`src/rtl/div_arbiter.sv`:
```
// div_arbiter: round-robin front end sharing one iterative 32-bit divider between two requesters.
// Divide-by-zero is answered locally; each divide is bounded by a watchdog.
//
// state | meaning
// IDLE  | waiting for a request; grant decided combinationally from valids
// ISSUE | one-cycle start pulse to the divider, watchdog cleared
// WAIT  | watchdog counting until div_done or timeout
// RESP  | response held on rsp_* until rsp_ready
module div_arbiter #(
    parameter int TIMEOUT = 40
) (
    input  logic        clock,
    input  logic        reset,
    input  logic        req0_valid,
    input  logic [31:0] req0_a,
    input  logic [31:0] req0_b,
    output logic        req0_ready,
    input  logic        req1_valid,
    input  logic [31:0] req1_a,
    input  logic [31:0] req1_b,
    output logic        req1_ready,
    output logic        div_start,
    output logic [31:0] div_a,
    output logic [31:0] div_b,
    input  logic        div_done,
    input  logic [31:0] div_q,
    input  logic [31:0] div_r,
    output logic        rsp_valid,
    output logic        rsp_id,
    output logic [31:0] rsp_q,
    output logic [31:0] rsp_r,
    output logic        rsp_err,
    input  logic        rsp_ready
);

    localparam int CW = $clog2(TIMEOUT + 1);
    localparam logic [CW-1:0] WD_LAST = CW'(TIMEOUT - 1);

    typedef enum logic [1:0] {IDLE, ISSUE, WAIT, RESP} state_t;

    state_t        state;
    logic          last_grant;
    logic [CW-1:0] wd_cnt;
    logic          grant0;
    logic          grant1;
    logic [31:0]   sel_a;
    logic [31:0]   sel_b;

    // No grant while reset is held, so a handshake never lands on a cycle that is discarded.
    always_comb begin
        grant0 = 1'b0;
        grant1 = 1'b0;
        if (state == IDLE && !reset) begin
            if (req0_valid && req1_valid) begin
                grant0 = last_grant;
                grant1 = !last_grant;
            end else begin
                grant0 = req0_valid;
                grant1 = req1_valid;
            end
        end
    end

    assign req0_ready = grant0;
    assign req1_ready = grant1;
    assign sel_a      = grant1 ? req1_a : req0_a;
    assign sel_b      = grant1 ? req1_b : req0_b;

    always_ff @(posedge clock) begin
        if (reset) begin
            state      <= IDLE;
            last_grant <= 1'b1;
            wd_cnt     <= '0;
            div_start  <= 1'b0;
            div_a      <= '0;
            div_b      <= '0;
            rsp_valid  <= 1'b0;
            rsp_id     <= 1'b0;
            rsp_q      <= '0;
            rsp_r      <= '0;
            rsp_err    <= 1'b0;
        end else begin
            div_start <= 1'b0;
            case (state)
                IDLE: begin
                    if (grant0 || grant1) begin
                        div_a      <= sel_a;
                        div_b      <= sel_b;
                        rsp_id     <= grant1;
                        last_grant <= grant1;
                        if (sel_b == '0) begin
                            rsp_q     <= '1;
                            rsp_r     <= sel_a;
                            rsp_err   <= 1'b0;
                            rsp_valid <= 1'b1;
                            state     <= RESP;
                        end else begin
                            div_start <= 1'b1;
                            state     <= ISSUE;
                        end
                    end
                end
                ISSUE: begin
                    wd_cnt <= '0;
                    state  <= WAIT;
                end
                WAIT: begin
                    // done has priority over a timeout landing in the same cycle
                    if (div_done) begin
                        rsp_q     <= div_q;
                        rsp_r     <= div_r;
                        rsp_err   <= 1'b0;
                        rsp_valid <= 1'b1;
                        state     <= RESP;
                    end else if (wd_cnt == WD_LAST) begin
                        rsp_q     <= '0;
                        rsp_r     <= '0;
                        rsp_err   <= 1'b1;
                        rsp_valid <= 1'b1;
                        state     <= RESP;
                    end else begin
                        wd_cnt <= wd_cnt + 1'b1;
                    end
                end
                RESP: begin
                    if (rsp_ready) begin
                        rsp_valid <= 1'b0;
                        state     <= IDLE;
                    end
                end
                default: state <= IDLE;
            endcase
        end
    end

endmodule
```
`config.mk`:
```
export PLATFORM = sky130hd
export DESIGN_NAME = div_arbiter
export DESIGN_NICKNAME = d
export VERILOG_FILES = /design/src/rtl/div_arbiter.sv
export SDC_FILE = /design/constraint.sdc
export NUM_CORES = 1
export LEC_CHECK = 0
export ABC_AREA = 1
export CAP_MARGIN = 20
export CORE_AREA = 2 2 176 178
export DETAILED_ROUTE_END_ITERATION = 8
export DIE_AREA = 0 0 178 180
export GPL_ROUTABILITY_DRIVEN = 1
export GPL_TIMING_DRIVEN = 0
export MAX_ROUTING_LAYER = met4
export SLEW_MARGIN = 20
export SYNTH_ARGS = -nofsm -noshare
export SYNTH_HDL_FRONTEND = slang
export SYNTH_SLANG_ARGS = --single-unit
export TNS_END_PERCENT = 50
```
`constraint.sdc`:
```
create_clock -name clock -period 5.56 [get_ports clock]
set_input_delay 0.834 -clock clock [delete_from_list [all_inputs] [get_ports clock]]
set_output_delay 0.834 -clock clock [all_outputs]
set_load 0.01 [all_outputs]
```
==> impl_results.md, run 1 <==
* Period utilisation layout at between 60% and 70%
* Hold buffers post-CTS at 0
* CTS Root Cell: clkbuf_16
* Pre-antenna DRT Iters at 5
* Grt met2 use at between 30% and 40%
* Worst VDD drop at 204.5 uV
* Area fraction of the dominant cell type after synthesis at a little under two fifths
* Area grow syn2layout at 59.28%
* Post-synthesis register bit count at around 140
* Clock transition at the registers of the reported paths at 60 ps
* Critical Path End Type: primary output
* Vias in the first global route at 7988
* Final setup violation count at 0
* Largest net degree at the start of global routing at 17
* Multi-input gate area at between 0.003 and 0.004 mm2
* Ratio of cells with drive above 1 in the final layout at roughly 4.7%
* Initial Util at between 20% and 30%
* Hold Path Class: flip-flop to flip-flop
* H-tree depth at 4
* Fin. max-slew vios at 0
* Slew HR at approximately 52%
* Dominant synthesized flop cell: dfxtp_1
* Finished Layout Cells at about 1900
* Row cnt at 64
* Number of synthesized flops with an enable pin at 0
* PortBufs at between 300 and 400
* RSZ-0062 raised after global routing: no
* Global Route Usage Sum at 20.23%
* Sequential Area at between 0.002 and 0.003 mm2
* Die Ht at 180 um
* # DRC at 0
* Outcome: finished clean
* Hold_sp: rsp_id$_SDFFE_PP0P_
* Most Used Layer, Global Route: met2
* Worst path required time at 4730 ps
* Initial DRC count at approximately 460
* Mapped Cells at roughly 1100
* Vias/cell at about 4.5
* # placed instances at 1828
* Syn Area/Cell at slightly below 7 um2
* Total core area at slightly above 0.03 mm2
* Synthesized cell area at ~0.0074 mm2
* RR Startpoint: state[1]$_SDFFE_PP0P_
* Post-layout instance area at between 0.01 and 0.015 mm2
* CP Launch Point: reset
* Detailed Place HPWL at between 20000 and 30000 um
* Final nets at 1655
* Later-pin clock latency in the skew report at roughly 430 ps
* Post-synth ARST share at 0%
* Crit path DAT at about 3000 ps
* Worst setup SP type: input pin
* Leakage power at around 5.4 nW
* # resized after CTS at 0
* Yosys top cell by area: dfxtp_1
* Met3 usage at between 5 and 6%
* Post-DP Area at ~0.011 mm2
* Clk_skew at 11.81 ps
* Cell with the most instances after synthesis: nand2_1
* Detailed-route via count at 8451
* Net Count, Synth at approximately 1300
* Post-synth top cells: nand2_1 (230), inv_1 (169), dfxtp_1 (141), a21oi_1 (103), nand3_1 (100)
* Total die area at ~0.032 mm2
* Post CTS Setup Buffer Count at 0
* WL/cell at around 17 um
* Syn. warnings at 0
* Final ANT Viol Nets at 0
* Fill cell count at ~3200
* Cell variety after synth at 26
* Initial antenna violation count at 2
* Pwr/cell area at 474.9 mW/mm2
* Grt total ovfl at 0
* Inserted Clock Buffers at 17
* I/O pin count at 332
* Min Tclk post-route at slightly below 4000 ps
* Final hold violation count at 0
* Sequential fraction of the synthesis area at 38.09%
* CP max FO at 10
* GP Congestion at 0.9448
* Met1 usage at 25.88%
* Number of max-cap violations at 0
* First-pass GRT wire length at between 40000 and 50000 um
* Kind of critical path: input pin to primary output
* Hold slack at 464.7 ps
* Setup TNS at 0 ps
* TritonCTS clock tree: built
* Slew @ Worst Pin at slightly above 700 ps
* Clk sinks at between 100 and 150
* Die width at between 150 and 200 um
* Synth area leaders: dfxtp_1 (38%), nand2_1 (12%), inv_1 (8.6%), a21oi_1 (7.0%), nand3_1 (6.8%)
* Max Buffers Root-to-Sink at 2
* Peak Freq at approximately 260 MHz
* Final WL at 32540 um
==> flip-flops by register name (all words and copies together), names as in the netlist <==
register    count
div_a          32
div_b          32
div_start       1
last_grant      1
rsp_err         1
rsp_id          1
rsp_q          32
rsp_r          32
rsp_valid       1
state           2
wd_cnt          6
==> path summary, 6_finish.rpt <==
path / slack, ps / to / cells past startpoint
min reg2reg: 460 / rsp_id$_SDFFE_PP0P_ / 2
max reg2reg: 2290 / rsp_q[19]$_SDFFE_PP0P_ / 19
max: 1680 / req1_ready / 6
min: 460 / rsp_id$_SDFFE_PP0P_ / 2
==> where the power goes <==
part           internal, mW  switching (mW)
logic                  1.24            1.69
clock network         0.634           0.518
registers              1.34           0.180
==> worst max-delay path: stages <==
cell             delay, ps
clkdlybuf4s50_1        560
inv_2                  270
nand4_2                340
buf_2                  380
inv_1                  130
clkdlybuf4s50_1        540
==> cell families after synthesis <==
group	synth area share (%)
AOI/OAI and AO/OA	16.51
DFF	38.09
xor gates and xnor gates	0.1182
muxes	4.322
adders and majority gates	1.013
and+or+nand+nor	25.78
buffers and inverters	14.17
==> metrics by stage <==
| stage | total power, mW | setup slack, ps | util (%) |
|---|---|---|---|
| 2_1_floorplan | 3.115 | 3021 | - |
| 3_3_place_gp | 4.444 | 1356 | 37.16 |
| 3_5_place_dp | 4.472 | 1370 | 37.16 |
| 4_1_cts | 5.651 | 1627 | 39.08 |
| 5_1_grt | 6.002 | 1566 | 39.10 |
| 6_report | 5.606 | 1678 | 39.10 |
==> area by class of cell <==
cell class              instances  area share [%]
multi-input cells             699           29.98
repair buffers                331           28.07
clock buffers                  17           3.604
well taps                     396           4.198
clock inverters                15           1.304
flip-flops and latches        141           23.91
diodes                          2         0.04240
plain buffers                  89           3.424
inverters                     172           5.470
==> metal layers <==
metal	routed length, um	up-vias	share of wire, %
li1	-	4261	-
met1	14660	3858	45
met2	14990	303	46
met3	2406	29	7.4
met4	479	0	1.5
met5	0	-	0
==> cell usage in the layout (no fill, tap or decap), drive strengths merged, types with 2 or more instances in the layout <==
cell type	instances
clkbuf	68
dfxtp	141
nor3	3
inv	178
o211ai	66
nand4	29
nor3b	2
o21ai	36
buf	38
ha	6
clkdlybuf4s50	331
a211oi	2
nor2	86
clkinv	7
nand3	100
a21oi	105
mux2i	32
nand2	231
diode	2
Note: power is estimated with default switching activity, not from simulation.
==> run 2: changes to the inputs <==
==> constraint.sdc (replaced) <==
create_clock -name clock -period 3.35 [get_ports clock]
set_input_delay 0.5025 -clock clock [delete_from_list [all_inputs] [get_ports clock]]
set_output_delay 0.5025 -clock clock [all_outputs]
set_load 0.01 [all_outputs]
==> run 2 against run 1 <==
Worst hold slack barely moved; flip-flop and latch count did not move; sequential share of layout area fell by 0.073 points; sequential power rose by 66%; combinational power rose by 68%; final area rose by 0.31%; cell count did not move; highest routed layer unchanged.
==> impl_results.md, run 2 (synthesis results as in run 1) <==
* # placed instances at 1828 (unchanged)
* Area grow syn2layout at 59.77%
* Most frequent cells in the layout: clkdlybuf4s50_1 (331), nand2_1 (230), inv_1 (169)
* CP max FO at 10 (unchanged)
* Final ANT Viol Nets at 0 (unchanged)
* Total die area at 0.03204 mm2 (unchanged)
* Final WL at 32520 um (about the same)
* Period utilisation layout at between 90 and 100%
* P_sw at 3.984 mW (+67%)
* Sw Ratio at 42.63% (about the same)
* Final setup violation count at 0 (unchanged)
* Pwr/cell area at 789.2 mW/mm2 (+66%)
* Clk sinks at 141 (unchanged)
* Total core area at 0.03019 mm2 (unchanged)
* Inserted Clock Buffers at 17 (unchanged)
* Slew HR at 51.22% (-0.53 points)
* Hold buffers post-CTS at 0 (unchanged)
* Finished Layout Cells at 1862 (unchanged)
* TritonCTS clock tree: built
* Critical Path End Type: flip-flop
* Leakage power at 5.446 nW (+0.27%)
* Peak Freq at around 320 MHz
* Pre-antenna DRT Iters at 5 (unchanged)
* Initial DRC count at 457 (-1.3%)
* WL/cell at 17.47 um (about the same)
* Clock transition at the registers of the reported paths at 60 ps (about the same)
* Vias in the first global route at 7988 (unchanged)
* Final nets at 1655 (unchanged)
* I/O pin count at 332 (unchanged)
* Part of the power in registers at 27.0% (about the same)
* Max Buffers Root-to-Sink at 2 (unchanged)
* Crit path DAT at 3400 ps (+350 ps)
* Worst path required time at 3660 ps (-1070 ps)
* Initial antenna violation count at 2 (unchanged)
* Hold slack at 464.9 ps (+0.2550 ps)
* Ratio of cells with drive above 1 in the final layout at 5.123% (+0.41 points)
* CTS Root Cell: clkbuf_16
* Fin. max-slew vios at 0 (unchanged)
* Kind of critical path: input pin to flip-flop
* Hold Path Class: flip-flop to flip-flop
* Initial Util at 24.55% (unchanged)
* Number of max-cap violations at 0 (unchanged)
* Detailed Place HPWL at 25920 um (unchanged)
* Die width at 178 um (unchanged)
* Worst setup SP type: input pin
* GP Congestion at 0.9448 (unchanged)
* Combinational share of power at 52.5% (+0.2 points)
* Most common cell after layout, fill and taps aside: clkdlybuf4s50_1
* Detailed-route via count at 8420 (-0.37%)
* Worst R2R Setup Slack at 320 ps (-1970 ps)
* RSZ-0062 raised after global routing: no
* Share of power burned in the clock network at 20.4% (about the same)
* Outcome: finished clean
* DP Worst Slack at -508.8 ps (-1878 ps)
* Row cnt at 64 (unchanged)
* Largest net degree at the start of global routing at 17 (unchanged)
* Die Ht at 180 um (unchanged)
* H-tree depth at 4 (unchanged)
* Worst Slack Setup Final at 259.7 ps (-1418 ps)
* Later-pin clock latency in the skew report at 420 ps (about the same)
* Slew @ Worst Pin at 731.7 ps (+7.947 ps)
* # DRC at 0 (unchanged)
* PortBufs at 331 (unchanged)
* Clk_skew at 12.45 ps (+0.6492 ps)
* First-pass GRT wire length at 47750 um (unchanged)
* Global Route Usage Sum at 20.23% (unchanged)
* Final hold violation count at 0 (unchanged)
* Post CTS Setup Buffer Count at 0 (unchanged)
* Grt total ovfl at 0 (unchanged)
* Internal Power at 5.361 mW (+67%)
* Vias/cell at 4.522 (-0.37%)
* Min Tclk post-route at roughly 3000 ps
* Worst VDD drop at 392.1 uV (+92%)
==> run 2: changes by cell type in the layout (fill, tap and decap cells not counted) <==
cell      delta
buf_2        -2
clkbuf_1     -4
clkbuf_2     +4
clkbuf_4     +2
ha_1         -1
ha_4         +1
inv_2        -1
inv_4        +1
nand4_2      -1
nand4_4      +1
nor2_1       -1
nor2_2       +1
==> run 2: final cells by class <==
class	count	area, um2
buffer	89	414.1
clock inverter	15	153.9
timing repair buffer	331	3313
tap	396	495.5
clock buffer	17	425.4
multi-input combinational	699	3562
fill	3182	18350
antenna	2	5.005
inverter	172	648.1
sequential	141	2823
==> run 2: power groups by stage <==
stage                     combinational [mW]  sequential, mW  clock, mW
final                                   4.91            2.52       1.91
after global routing                    5.38            2.59       2.04
after CTS                               4.89            2.52       1.97
after detailed placement                4.87            2.55          0
after global placement                  4.84            2.54          0
after floorplan                         2.41            2.76          0
==> run 2: layer usage <==
metal / track usage [%] / share of wire (%) / vias up
met1: 25.88 / 45 / 3833
met2: 31.60 / 46 / 299
met3: 5.118 / 7.2 / 28
met4: 5.311 / 1.4 / 0
met5: - / 0 / -
li1: - / - / 4260
==> run 2: per-stage QoR <==
step | TNS, ps | total power [mW] | util (%) | area [um2]
final | 0 | 9.345 | 39.22 | 11840
after global routing | 0 | 10.00 | 39.22 | 11840
after CTS | 0 | 9.383 | 39.10 | 11800
after detailed placement | -51260 | 7.422 | 37.16 | 11220
after global placement | -50800 | 7.376 | 37.16 | 11220
after floorplan | 0 | 5.170 | - | 7411
==> run 2: worst paths after layout <==
path | startpoint | end | cells after the start
min reg2reg | rsp_id$_SDFFE_PP0P_ | rsp_id$_SDFFE_PP0P_ | 2
max | req0_valid | rsp_q[19]$_SDFFE_PP0P_ | 17
min | rsp_id$_SDFFE_PP0P_ | rsp_id$_SDFFE_PP0P_ | 2
max reg2reg | state[0]$_SDFFE_PP0P_ | rsp_q[19]$_SDFFE_PP0P_ | 19
==> run 2: worst max-delay path, cell delays in order <==
cell and delay (ps):
clkdlybuf4s50_1 420, nand2_1 160, buf_2 290, clkbuf_1 460, nand4_1 210, nand2_1 130
nand2_1 60, nor2_1 160, nand2_1 70, nor2_1 80, nand2_1 100, nand2_2 170
buf_6 180, buf_4 190, nand3_1 80, nand2_1 70, nor2_1 50
==> run 2: repair_timing <==
action / 4_1_cts / 5_1_grt
gates cloned: 0 / 0
pin swaps: 0 / 0
endpoints found under the hold margin: 0 / 0
setup endpoints to repair: 20 / 111
resized for setup: 3 / 9
